$ cat src/rtl/seg_display_arbiter.sv
// Round-robin arbiter sharing one 7-segment display and LED between two requesters.
// Grant visible one cycle after request; pattern held HOLD_CYCLES cycles; requests are never buffered.
module seg_display_arbiter #(
    parameter int         HOLD_CYCLES  = 50_000_000,
    parameter int         BLINK_CYCLES = 12_500_000,
    parameter logic [6:0] IDLE_PATTERN = 7'h7F
) (
    input  logic       clk_clk,
    input  logic       reset_reset,
    input  logic [1:0] req_valid,
    input  logic [6:0] req_pattern0,
    input  logic [6:0] req_pattern1,
    output logic [1:0] req_ready,
    output logic [1:0] req_done,
    input  logic [3:0] switches_in,
    output logic [6:0] seg_out,
    output logic       led_out,
    output logic       busy,
    output logic       owner
);

    localparam int CW = $clog2(HOLD_CYCLES + 1);
    localparam int BW = $clog2(BLINK_CYCLES + 1);
    localparam logic [CW-1:0] HOLD_LOAD  = CW'(HOLD_CYCLES - 1);
    localparam logic [BW-1:0] BLINK_LOAD = BW'(BLINK_CYCLES - 1);

    typedef enum logic {
        IDLE,
        HOLD
    } state_t;

    state_t        state;
    logic [CW-1:0] hold_cnt;
    logic [BW-1:0] blink_cnt;
    logic [1:0]    sw_meta;
    logic [1:0]    sw_sync;
    logic          freeze;
    logic          pause;
    logic          winner;
    logic          unused_sw;

    assign freeze    = sw_sync[0];
    assign pause     = sw_sync[1];
    assign unused_sw = ^switches_in[3:2];

    // On a tie the requester that did not hold the display last time wins.
    assign winner = (req_valid == 2'b11) ? ~owner : req_valid[1];

    // Done is decoded from registered state so a pause landing on the last
    // dwell cycle suppresses it until the pause is released.
    assign req_done = (state == HOLD && hold_cnt == '0 && !pause)
                    ? (owner ? 2'b10 : 2'b01) : 2'b00;

    always_ff @(posedge clk_clk) begin
        if (reset_reset) begin
            state     <= IDLE;
            hold_cnt  <= '0;
            blink_cnt <= '0;
            sw_meta   <= '0;
            sw_sync   <= '0;
            seg_out   <= IDLE_PATTERN;
            led_out   <= 1'b0;
            busy      <= 1'b0;
            owner     <= 1'b1;
            req_ready <= 2'b00;
        end else begin
            sw_meta   <= switches_in[1:0];
            sw_sync   <= sw_meta;
            req_ready <= 2'b00;
            case (state)
                IDLE: begin
                    seg_out   <= IDLE_PATTERN;
                    led_out   <= 1'b0;
                    blink_cnt <= '0;
                    busy      <= 1'b0;
                    if (req_valid != 2'b00 && !freeze) begin
                        state     <= HOLD;
                        owner     <= winner;
                        seg_out   <= winner ? req_pattern1 : req_pattern0;
                        req_ready <= winner ? 2'b10 : 2'b01;
                        hold_cnt  <= HOLD_LOAD;
                        blink_cnt <= BLINK_LOAD;
                        led_out   <= 1'b1;
                        busy      <= 1'b1;
                    end
                end
                HOLD: begin
                    // The LED keeps blinking through a pause; only the dwell stops.
                    if (blink_cnt == '0) begin
                        led_out   <= ~led_out;
                        blink_cnt <= BLINK_LOAD;
                    end else begin
                        blink_cnt <= blink_cnt - 1'b1;
                    end
                    if (!pause) begin
                        if (hold_cnt == '0) begin
                            state     <= IDLE;
                            seg_out   <= IDLE_PATTERN;
                            busy      <= 1'b0;
                            led_out   <= 1'b0;
                            blink_cnt <= '0;
                        end else begin
                            hold_cnt <= hold_cnt - 1'b1;
                        end
                    end
                end
                default: state <= IDLE;
            endcase
        end
    end

endmodule
$ cat config.mk
export PLATFORM = sky130hd
export DESIGN_NAME = seg_display_arbiter
export DESIGN_NICKNAME = d
export VERILOG_FILES = /design/src/rtl/seg_display_arbiter.sv
export SDC_FILE = /design/constraint.sdc
export NUM_CORES = 1
export LEC_CHECK = 0
export CORE_ASPECT_RATIO = 0.9
export CORE_MARGIN = 5
export CORE_UTILIZATION = 56
export DETAILED_ROUTE_END_ITERATION = 8
export GPL_TIMING_DRIVEN = 0
export PLACE_DENSITY = 0.8
export SLEW_MARGIN = 20
export SYNTH_ARGS = -nofsm -noshare
export SYNTH_HDL_FRONTEND = slang
export SYNTH_SLANG_ARGS = --single-unit
$ cat constraint.sdc
create_clock -name clk_clk -period 2.7 [get_ports clk_clk]
set_clock_uncertainty 0.2 [all_clocks]
set_input_delay 0.27 -clock clk_clk [delete_from_list [all_inputs] [get_ports clk_clk]]
set_output_delay 0.27 -clock clk_clk [all_outputs]
set_load 0.02 [all_outputs]
==> flow_summary.ini <==
[placement]
setup_slack_placement_ns = -0.302
placement.io_buffers = 33
post_dp_cell_area_um2 = 3560
dpl.hpwl_mm = 4.94
globalplace.congestion = 0.842

[route]
detail_route.first_pass.iterations = 5
via_per_inst = 5.79
drc_errors = 0
antenna_left = 0
detail_route.wl_per_cell_um = 15.4
total_vias_in_the_final_route = 2639
route.final.wire_length_mm = 7.02
first_iter_violations = 127

[setup_path]
critical-path-top-delay-family = simple AND/OR/NAND/NOR gates
crit_path_end_kind = output port
critical_path.max_fanout = 9
worst_setup_path_startpoint = hold_cnt[0]$_SDFFE_PP0P_
crit_chain = inv_1 -> ha_1 -> nor4b_4 -> nand3_4 -> nor4_1 -> clkbuf_2
timing.critical_path.slowest_cell_delay_ns = 0.37
crit_path_top_delay_cell = nor4_1
critical_path_arrival_ns = 2.10
critPathLaunchType = register
rr_endpoint = blink_cnt[11]$_SDFF_PP0_
worst_setup_path_endpoint = req_done[0]
worstRegToRegCells = 7
worstPathRequired_ns = 2.23
timing.critical_path.buf_inv = 2
r2r_slack_ns = 0.19
timing_worst_setup_path_type = reg2out
worstSetupPathDepth = 6
worst_r2r_startpoint = blink_cnt[10]$_SDFF_PP0_

[job]
drv_cap = 0

[synth]
synth_flop_cell = dfxtp_1
distinct_cell_type_count_of_the_synthesized_netlist = 54
synth_seq_cells = 67
synth_enable_flop_cells = 0
synth-warning-count = 0
postSynth.asyncResetShare_pct = 0
yosysSeqAreaShare_pct = 42.6
netlist_instances = 338
synth.cell_area_um2 = 3150
synth_nets = 363
syn_avg_cell_area_um2 = 9.31

[cts]
insertion_delay_ns = 0.35
cts.clk_slew.worst_paths_ns = 0.06
cts_max_path_buffers = 2
h-tree-depth = 3
cts.sinks = 67
cts_made_buffers = 9
cts.root.buffer_cell = clkbuf_8
cts_tree = done

[finish]
final_layout_size_suffix_gt1_share_pct = 13.9
final_area_um2 = 3800
number_of_nets_in_the_layout = 410
final_common_cell = dfxtp_1
most-common-layout-cells = 67 x dfxtp_1, 31 x clkdlybuf4s50_1, 28 x nor2_1, 21 x xnor2_1, 20 x a21oi_1
area_growth_syn_to_layout_pct = 20.6
antenna-diode-count = 0

[power]
power-per-cell-area_nw_per_um2 = 688
power_leakage_nw = 1.33
power.ir.vdd_worst_uv = 412
total_power_mw = 2.61

[sta]
fin_setup_tns_ns = 0
tightest_slew_ns = 0.625
final_hold_violating_endpoints = 0
grt_setup_unrepaired = no
final.period_utilization_pct = 95.1
report.final.slew_viol_count = 0
final.setup.worst_slack_ns = 0.132
max-slew-margin-rel_pct = 58.0
final.min_clock_period_ns = 2.57
max_fclk_ghz = 0.389
setup_viol = 0
fin_worst_hold_slack_ns = 0.239

[die]
core.rowCount = 25
chipHeight_um = 81.1
initial_utilization_pct = 58.9
fp.dieArea_um2 = 7220
die_w_um = 89.0
core_outline_area_um2 = 5350
floorplan.io_pins = 36

[grt]
grt_start_max_net_pins = 11
use_met2_pct = 34.8
wire_length_of_the_first_global_routing_pass_mm = 11.6
grt_util_all_layers_pct = 21.0
number_of_antenna_violations_at_the_first_check_in_global_routing = 0
groute.layer.met3.usage_pct = 6.59
global_route.usage.met1_pct = 25.4
first_global_vias = 2526
grt_overflow = 0
global_route.peak_usage_layer = met2

[worst_hold_path]
timing.hold.worst.class = reg2reg

[status]
outcome = finished clean
==> synthesized netlist by cell type (2+ instances only) <==
library cell,count,area (um2)
mux2_2,7,78.8
a21oi_1,20,100
nor3b_1,2,15.0
o21ai_0,3,15.0
or4_4,2,22.5
or2_1,3,18.8
a31oi_1,10,62.6
nor4b_1,2,17.5
clkbuf_1,13,48.8
and2_1,2,12.5
xnor2_1,21,184
buf_2,5,25.0
nand4_1,2,12.5
a21oi_2,4,35.0
a211oi_1,3,22.5
nor2_1,28,105
or3_1,13,81.3
xor2_1,12,105
o22ai_1,7,43.8
o21bai_1,2,15.0
ha_1,3,37.5
nor3_1,11,55.1
nor4_1,11,68.8
nand2_1,7,26.3
nand2b_1,11,68.8
or4_1,12,90.1
nand3_1,2,10.0
dfxtp_1,67,1340
inv_1,6,22.5
nor2b_1,6,37.5
o2111ai_1,3,26.3
o211ai_1,2,15.0
o31ai_1,10,75.1
nor4_2,6,75.1
==> final cells by class <==
class	instances	area, um2
multi-input cells	244	1720
fillers	428	1550
flip-flops and latches	67	1340
repair buffers	36	343
clock buffers	13	159
plain buffers	20	85.1
well taps	67	83.8
clock inverters	2	35.0
inverters	7	26.3
==> report_power, final <==
group / total (mW) / leakage (nW) / switching (mW) / internal (mW)
Clock: 0.829 / 0.0995 / 0.358 / 0.471
Sequential: 1.17 / 0.553 / 0.0921 / 1.08
Combinational: 0.609 / 0.674 / 0.337 / 0.272
==> worst min path at each step <==
stage | depth (start not counted) | endpoint | slack [ns] | start
2_1_floorplan | 1 | sw_meta[0]$_SDFF_PP0_ | 0.20 | switches_in[0]
3_3_place_gp | 1 | sw_sync[1]$_SDFF_PP0_ | 0.22 | sw_meta[1]$_SDFF_PP0_
3_5_place_dp | 1 | sw_sync[1]$_SDFF_PP0_ | 0.23 | sw_meta[1]$_SDFF_PP0_
4_1_cts | 1 | sw_sync[1]$_SDFF_PP0_ | 0.24 | sw_meta[1]$_SDFF_PP0_
5_1_grt | 1 | sw_sync[1]$_SDFF_PP0_ | 0.26 | sw_meta[1]$_SDFF_PP0_
6_report | 1 | sw_sync[1]$_SDFF_PP0_ | 0.24 | sw_meta[1]$_SDFF_PP0_
==> cell families (layout without fill, tap and decap cells) <==
family | count (synthesis) | in the layout | synth area share [%]
xor gates and xnor gates | 33 | 33 | 9.18
DFF | 67 | 67 | 42.6
AOI/OAI and AO/OA | 72 | 72 | 15.2
buffers and inverters | 27 | 78 | 3.54
adders and majority gates | 3 | 3 | 1.19
muxes | 7 | 7 | 2.50
and+or+nand+nor | 129 | 129 | 25.8
==> registers in the layout (all words and copies together), names as in the netlist, 2 cells and up <==
register and cells:
blink_cnt 24, hold_cnt 26, req_ready 2, seg_out 7, sw_meta 2, sw_sync 2
==> metal layers <==
| metal | vias to the layer above | wire, um |
|---|---|---|
| li1 | 1343 | - |
| met1 | 1241 | 3190 |
| met2 | 47 | 3360 |
| met3 | 8 | 402 |
| met4 | 0 | 72 |
| met5 | - | 0 |
==> stage by stage <==
stage,utilization (%),instances
2_1_floorplan,-,338
3_3_place_gp,66.6,438
3_5_place_dp,66.6,438
4_1_cts,71.1,456
5_1_grt,71.0,456
6_report,71.0,456
==> timing repair <==
action | in CTS | in global routing
resized for setup | 6 | 6
setup endpoints to repair | 36 | 3
cloned | 0 | 0
pin swaps | 1 | 0
hold buffers | 0 | 0
buffers inserted | 3 | 0
Power figures use the tool's default switching activity.
